File: src/rtl/fpmul_pkg.sv
// Shared types and encodings for the fpmul control unit.
// Latency: n/a (types and constants only).
// Backpressure: n/a. Optional ROUND state selected by FPMUL_CU_ROUND_EN.
package fpmul_pkg;

  typedef enum logic [3:0] {
    S_IDLE,
    S_EXP_ADD,
    S_EXP_BIAS,
    S_WAIT,
    S_CHECK,
    S_NORM,
    S_ROUND,
    S_EXC,
    S_PACK,
    S_DONE
  } state_t;

  // Exponent register source select
  localparam logic [1:0] EP_SEL_SUM  = 2'b00;  // EA + EB
  localparam logic [1:0] EP_SEL_BIAS = 2'b10;  // EP - 127
  localparam logic [1:0] EP_SEL_INC  = 2'b01;  // EP + 1

  // High-mantissa source select, bit 0 has highest priority in the datapath
  localparam logic [2:0] MPH_SEL_MP  = 3'b000;  // MP[47:24]
  localparam logic [2:0] MPH_SEL_SHL = 3'b001;  // shift left with MPL[23]
  localparam logic [2:0] MPH_SEL_INC = 3'b010;  // MPH + 1
  localparam logic [2:0] MPH_SEL_HID = 3'b100;  // 0x800000 after round carry-out

  // GO-to-DONE latency in cycles, with the minimum operand-flag depth
`ifdef FPMUL_CU_ROUND_EN
  localparam int LAT_NORMAL = 7;
`else
  localparam int LAT_NORMAL = 6;
`endif
  localparam int LAT_SPECIAL = 4;

endpackage

File: src/rtl/fpmul_cu.sv
// Sequencer for the fpmul_dp datapath: operand capture through packed product.
// Latency: DONE LAT_NORMAL (normal) / LAT_SPECIAL (NaN/Inf/Zero) cycles after GO.
// Backpressure: none; GO is only accepted in IDLE, ignored while BUSY. Macro FPMUL_CU_ROUND_EN adds ROUND.
module fpmul_cu
  import fpmul_pkg::*;
#(
  parameter int BIAS_CYC = 2
) (
  input  logic       clk,
  input  logic       rst,
  input  logic       GO,
  input  logic       Op_NaN,
  input  logic       Op_Inf,
  input  logic       Op_Zero,
  input  logic       MPH23,
  input  logic       Round,
  input  logic       Carry,
  input  logic       UFlow,
  input  logic       OFlow,
  output logic       SA_LD,
  output logic       SB_LD,
  output logic       EA_LD,
  output logic       EB_LD,
  output logic       MA_LD,
  output logic       MB_LD,
  output logic       SP_LD,
  output logic       EP_LD,
  output logic       EP_RST,
  output logic       EP_SET,
  output logic [1:0] EP_SEL,
  output logic       MPH_LD,
  output logic       MPH_RST,
  output logic       MPH_SET,
  output logic [2:0] MPH_SEL,
  output logic       MPL_LD,
  output logic       MPL_SEL,
  output logic       UF_RST,
  output logic       UF_LD,
  output logic       OF_RST,
  output logic       OF_LD,
  output logic       P_RST,
  output logic       P_LD,
  output logic       BUSY,
  output logic       DONE
);

  // Extra WAIT cycles beyond the two the FSM already spends before CHECK
  localparam int CW = $clog2(BIAS_CYC);
  localparam logic [CW-1:0] WAIT_INIT = CW'((BIAS_CYC > 2) ? (BIAS_CYC - 3) : 0);

  state_t        state, state_nxt;
  logic [CW-1:0] wait_cnt, wait_cnt_nxt;

`ifndef FPMUL_CU_ROUND_EN
  // Rounding status is only consumed when the ROUND state is built
  logic unused_round_status;
  assign unused_round_status = Round ^ Carry;
`endif

  // State and wait-counter registers; reset aborts any operation in flight
  always_ff @(posedge clk or posedge rst) begin
    if (rst) begin
      state    <= S_IDLE;
      wait_cnt <= '0;
    end else begin
      state    <= state_nxt;
      wait_cnt <= wait_cnt_nxt;
    end
  end

  // Next-state and strobe decode; statuses are looked at only in the state that uses them
  always_comb begin
    state_nxt    = state;
    wait_cnt_nxt = wait_cnt;
    SA_LD   = 1'b0;  SB_LD   = 1'b0;  EA_LD   = 1'b0;  EB_LD = 1'b0;
    MA_LD   = 1'b0;  MB_LD   = 1'b0;  SP_LD   = 1'b0;
    EP_LD   = 1'b0;  EP_RST  = 1'b0;  EP_SET  = 1'b0;  EP_SEL = EP_SEL_SUM;
    MPH_LD  = 1'b0;  MPH_RST = 1'b0;  MPH_SET = 1'b0;  MPH_SEL = MPH_SEL_MP;
    MPL_LD  = 1'b0;  MPL_SEL = 1'b0;
    UF_RST  = 1'b0;  UF_LD   = 1'b0;  OF_RST  = 1'b0;  OF_LD = 1'b0;
    P_RST   = 1'b0;  P_LD    = 1'b0;  DONE    = 1'b0;
    case (state)
      S_IDLE: begin
        if (GO) begin
          SA_LD = 1'b1; SB_LD = 1'b1; EA_LD = 1'b1;
          EB_LD = 1'b1; MA_LD = 1'b1; MB_LD = 1'b1;
          UF_RST = 1'b1; OF_RST = 1'b1;
          state_nxt = S_EXP_ADD;
        end
      end
      S_EXP_ADD: begin
        SP_LD = 1'b1;
        EP_LD = 1'b1; EP_SEL = EP_SEL_SUM;
        state_nxt = S_EXP_BIAS;
      end
      S_EXP_BIAS: begin
        EP_LD  = 1'b1; EP_SEL  = EP_SEL_BIAS;
        MPH_LD = 1'b1; MPH_SEL = MPH_SEL_MP;
        MPL_LD = 1'b1; MPL_SEL = 1'b0;
        if (BIAS_CYC > 2) begin
          wait_cnt_nxt = WAIT_INIT;
          state_nxt    = S_WAIT;
        end else begin
          state_nxt = S_CHECK;
        end
      end
      S_WAIT: begin
        if (wait_cnt == '0) state_nxt = S_CHECK;
        else                wait_cnt_nxt = wait_cnt - 1'b1;
      end
      S_CHECK: begin
        if (Op_NaN) begin
          EP_SET = 1'b1; MPH_SET = 1'b1; state_nxt = S_PACK;
        end else if (Op_Inf) begin
          EP_SET = 1'b1; MPH_RST = 1'b1; state_nxt = S_PACK;
        end else if (Op_Zero) begin
          EP_RST = 1'b1; MPH_RST = 1'b1; state_nxt = S_PACK;
        end else begin
          state_nxt = S_NORM;
        end
      end
      S_NORM: begin
        if (MPH23) begin
          EP_LD = 1'b1; EP_SEL = EP_SEL_INC;
        end else begin
          MPH_LD = 1'b1; MPH_SEL = MPH_SEL_SHL;
          MPL_LD = 1'b1; MPL_SEL = 1'b1;
        end
`ifdef FPMUL_CU_ROUND_EN
        state_nxt = S_ROUND;
`else
        state_nxt = S_EXC;
`endif
      end
`ifdef FPMUL_CU_ROUND_EN
      S_ROUND: begin
        if (Round && Carry) begin
          MPH_LD = 1'b1; MPH_SEL = MPH_SEL_HID;
          EP_LD  = 1'b1; EP_SEL  = EP_SEL_INC;
        end else if (Round) begin
          MPH_LD = 1'b1; MPH_SEL = MPH_SEL_INC;
        end
        state_nxt = S_EXC;
      end
`endif
      S_EXC: begin
        if (UFlow) begin
          UF_LD = 1'b1; EP_RST = 1'b1; MPH_RST = 1'b1;
        end else if (OFlow) begin
          OF_LD = 1'b1; EP_SET = 1'b1; MPH_RST = 1'b1;
        end
        state_nxt = S_PACK;
      end
      S_PACK: begin
        P_LD = 1'b1;
        state_nxt = S_DONE;
      end
      S_DONE: begin
        DONE = 1'b1;
        state_nxt = S_IDLE;
      end
      default: state_nxt = S_IDLE;
    endcase
    BUSY = (state != S_IDLE);
  end

endmodule
File: config.mk
export PLATFORM = sky130hd
export DESIGN_NAME = fpmul_cu
export DESIGN_NICKNAME = d
export VERILOG_FILES = /design/src/rtl/fpmul_pkg.sv /design/src/rtl/fpmul_cu.sv
export SDC_FILE = /design/constraint.sdc
export NUM_CORES = 1
export LEC_CHECK = 0
export CAP_MARGIN = 10
export CORE_MARGIN = 1
export CORE_UTILIZATION = 30
export DETAILED_ROUTE_END_ITERATION = 12
export PLACE_DENSITY = 0.79
export SETUP_SLACK_MARGIN = 0.4
export SYNTH_ARGS = -nofsm -noshare
export SYNTH_HDL_FRONTEND = slang
export SYNTH_SLANG_ARGS = --single-unit
File: constraint.sdc
create_clock -name clk -period 1.3 [get_ports clk]
set_input_delay 0.195 -clock clk [delete_from_list [all_inputs] [get_ports clk]]
set_output_delay 0.195 -clock clk [all_outputs]
set_load 0.02 [all_outputs]
Word level (Yosys, flattened, before mapping)
Index checks and enable logic that the tools add are counted.
Widths: inputs -> output; s select.
{"block": "word_totals", "reg_bits": 5, "inputBits": 11, "out_inout_bits": 28, "wordCells": 56}
{"block": "op_classes", "addsub": 1, "eq_ne": 10, "mux": 39, "reduce_logical": 4}
{"op": "$pmux 4 s8", "count": 1}
{"op": "$mux 1", "count": 27}
{"op": "$mux 4", "count": 5}
{"op": "$eq 4x3->1 const B", "count": 3}
{"op": "$pmux 1 s2", "count": 5}
{"op": "$eq 4x2->1 const B", "count": 2}
{"op": "$eq 4x4->1 const B", "count": 2}
{"op": "$eq 4x1->1 const B", "count": 1}
{"op": "$logic_not 4->1", "count": 1}
{"op": "$ne 2x2->1 const B", "count": 2}
{"op": "$pmux 2 s2", "count": 1}
{"op": "$reduce_bool 4->1", "count": 1}
{"op": "$reduce_and 2->1", "count": 1}
{"op": "$reduce_or 2->1", "count": 1}
{"op": "$sub 1x1->1 const B", "count": 1}

Depth between registers and ports, before layout
{"block": "depth", "depth_word": 4, "ltp_mapped": 4, "mapped_depth_nobuf": 3}

Worst setup path before layout
OpenSTA, ideal clock, no wires.
{"block": "synth_path", "kind": "reg-to-output", "startpoint": "register state[1]", "endpoint": "output MPL_LD", "arrival_time_ns": 1.476, "required_ns": 1.105, "setup_slack_ns": -0.371, "stages_incl_launch_ff": 5, "path_buffers": 1, "path_cell_list": "dfrtp_1 -> nor2b_2 -> nand2_1 -> o21ai_0 -> buf_4"}
{"block": "synth_between", "elab_chain_cells": 2, "word_cells_on_any_way": 3, "cone_classes": "eq/ne: 2; mux: 1"}
{"item": "from (decl)", "line": "fpmul_cu.sv:51", "rtl": "state_t state, state_nxt;"}
{"item": "from (signal assigned)", "line": "fpmul_cu.sv:66", "rtl": "state <= state_nxt;"}
{"item": "$eq 4x3->1 / $eq 4x2->1 (equally long branches)"}
{"item": "$pmux 1 s2 *"}
{"item": "to (decl)", "line": "fpmul_cu.sv:35", "rtl": "output logic MPL_LD,"}
Mark *: on every way between the ends. The rest lies on a longest branch, timed or not.

Worst setup path in the final report
{"block": "layout_path", "startpoint": "register state[2]", "endpoint": "output EP_LD"}
{"block": "layout_between", "elab_chain_cells": 3, "word_cells_on_any_way": 5, "cone_classes": "eq/ne: 3; mux: 1; reduce/logical: 1"}
{"item": "$eq 4x2->1 / $eq 4x1->1 (equally long branches)", "line": "fpmul_cu.sv:82", "rtl": "case (state)"}
{"item": "$reduce_or 2->1 (no line)"}
{"item": "$pmux 1 s2 *", "line": "fpmul_cu.sv:82"}
{"item": "to (decl)", "line": "fpmul_cu.sv:27", "rtl": "output logic EP_LD,"}
Marks and branches as above.

==> flow_metrics.env <==
export IMPL_die_w_um=39.9
export IMPL_drtIter0Drc=7
export IMPL_mostFrequentLayoutCell="buf_6"
export IMPL_final_hold_viol_count=0
export IMPL_clockBufferDepth=2
export IMPL_ir_drop_uv=1640
export IMPL_powerDensity_nw_per_um2=2210
export IMPL_cts_reportedPaths_clkPinSlew_ps=40
export IMPL_status="complete, but fails checks"
export IMPL_power_leakage_nw=0.594
export IMPL_grt_max_degree=9
export IMPL_drc=0
export IMPL_antennaDiodeCount=0
export IMPL_violations="negative setup slack"
export IMPL_h_tree_depth=1
export IMPL_min_period_ps=1710
export IMPL_hp_class="in -> async"
export IMPL_place_congestion=0.703
export IMPL_grt_pass1_vias=703
export IMPL_hpwl_mm=1.23
export IMPL_numCtsBuffers=3
export IMPL_num_vias=690
export IMPL_num_rows=13
export IMPL_layout_drive_gt1_share_pct=77.7
export IMPL_multi_input_area_um2=407
export IMPL_synth_seq_cells=4
export IMPL_cap_violations=0
export IMPL_seqCellArea_um2=105
export IMPL_largest_reg_flops=4
export IMPL_final_max_slew_violation_count=0
export IMPL_vias_per_cell=5.07
export IMPL_syn_avg_cell_area_um2=7.30
export IMPL_layout_common_cells="buf_6 (33), buf_4 (25), clkdlybuf4s50_1 (8)"
export IMPL_fin_worst_skew_ps=7.79
export IMPL_setup_viol=27
export IMPL_antenna_found_initial=0
export IMPL_syn_to_final_growth_pct=187
export IMPL_ys_flop_type="dfrtp_1"
export IMPL_routedWlPerCell_um=17.0
export IMPL_hold_buffers=0
export IMPL_rsz0062_at_grt="yes"
export IMPL_tns_ps=-7640
export IMPL_portBuffers=33
export IMPL_grt_ovfl_total=0
export IMPL_ys_seq_area_share_pct=23.3
export IMPL_drt_total_wl_mm=2.32
export IMPL_cts_sinks=4
export IMPL_core_um2=1320
export IMPL_ios=39
export IMPL_synth_edf_count=0
export IMPL_dr_pass1_iters=4
export IMPL_die_y_um=39.9
export IMPL_yosysWarnings=0
export IMPL_yosys_cell_types_count=21
export IMPL_cp_start_kind="flop"
export IMPL_cp_end_kind="primary output"
export IMPL_timing_fmax_mhz=586
export IMPL_async_flop_share_pct=100
export IMPL_track_usage_pct=30.3
export IMPL_reg2regPathDepth=7
export IMPL_synthCells=59
export IMPL_top_register="state"
export IMPL_final_nets=133
export IMPL_ant_nets=0
export IMPL_initial_utilization_pct=32.7
export IMPL_dp_slack_ps=-631
export IMPL_worst_ep_required_time_ps=1110
export IMPL_grt_pass1_wl_mm=3.08
export IMPL_period_share_pct=131
export IMPL_layout_setup_ws_ps=-408
export IMPL_root_buffer="clkbuf_4"
export IMPL_cts_tree="yes"
export IMPL_crit_arrival_ps=1510
export IMPL_syn_cell_area_um2=430
export IMPL_hold_slack_ps=172
export IMPL_dieArea_um2=1590
export IMPL_clk_latency_ps=240
export IMPL_path_max_fanout=5
export IMPL_worst_setup_path_type="reg -> out"
export IMPL_fillers=42
export IMPL_reg_largest_list="state x4"
==> report_power, final <==
part           internal, mW  switching (mW)  total (mW)
logic                  1.25            1.03        2.27
clock network         0.115          0.0541       0.170
registers             0.184           0.107       0.291
total                  1.55            1.19        2.73
==> metal layers <==
| metal | wire (um) | vias up | GRT usage (%) |
|---|---|---|---|
| met4 | 48 | 0 | 8.62 |
| met3 | 121 | 6 | 5.68 |
| met5 | 0 | - | 0 |
| met1 | 813 | 339 | 31.0 |
| li1 | - | 309 | - |
| met2 | 1330 | 36 | 59.7 |
==> layout make-up <==
class | count | area share (%)
Timing Repair Buffer | 68 | 53.1
Tap cell | 15 | 1.52
Multi-Input combinational cell | 39 | 32.9
Sequential cell | 4 | 8.51
Inverter | 6 | 1.82
Clock buffer | 4 | 2.13
==> critical path, stage by stage (launching register included) <==
cell     delay [ps]
dfrtp_2         440
nor2b_4         170
and3_4          160
or3b_4          370
buf_6           140
==> synth_stat cells (all sizes together) (2+ instances only) <==
master	count	area share, %
nand2	4	3.5
and3	4	7.0
dfrtp	4	23
nor2b	2	3.5
nor2	9	7.8
o21ai	2	2.3
nor3	3	3.5
buf	12	21
inv	6	5.2
nand2b	3	4.4
o211ai	2	3.5
o32ai	2	5.8
==> final timing paths <==
path	endpoint	startpoint	slack, ps
max	EP_LD	state[2]	-410
min	state[3]	rst	170
max reg2reg	state[2]	state[2]	-220
min reg2reg	state[0]	state[2]	660
max in group asynchronous	state[2]	rst	950
min in group clk	state[0]	state[2]	660
==> what timing repair did <==
action	CTS	global route
pin swaps	6	2
setup buffers	13	4
endpoints found under the setup margin	29	29
gates resized for setup	153	14
==> cells by family after synthesis <==
group                  synth area share (%)
AO/OA/AOI/OAI                          15.1
other                                 0.871
flip-flops                             23.3
AND/OR/NAND/NOR                        34.6
buffers and inverters                  26.2
==> metrics by stage <==
stage	instance area [um^2]	power (mW)	cells	utilization (%)
floorplan	564	1.20	61	-
global placement	958	1.86	115	72.7
detailed placement	958	1.89	115	72.7
CTS	1180	2.53	132	89.5
global route	1230	2.88	136	93.7
finish	1230	2.73	136	93.7
(Power assumes the default switching activity.)
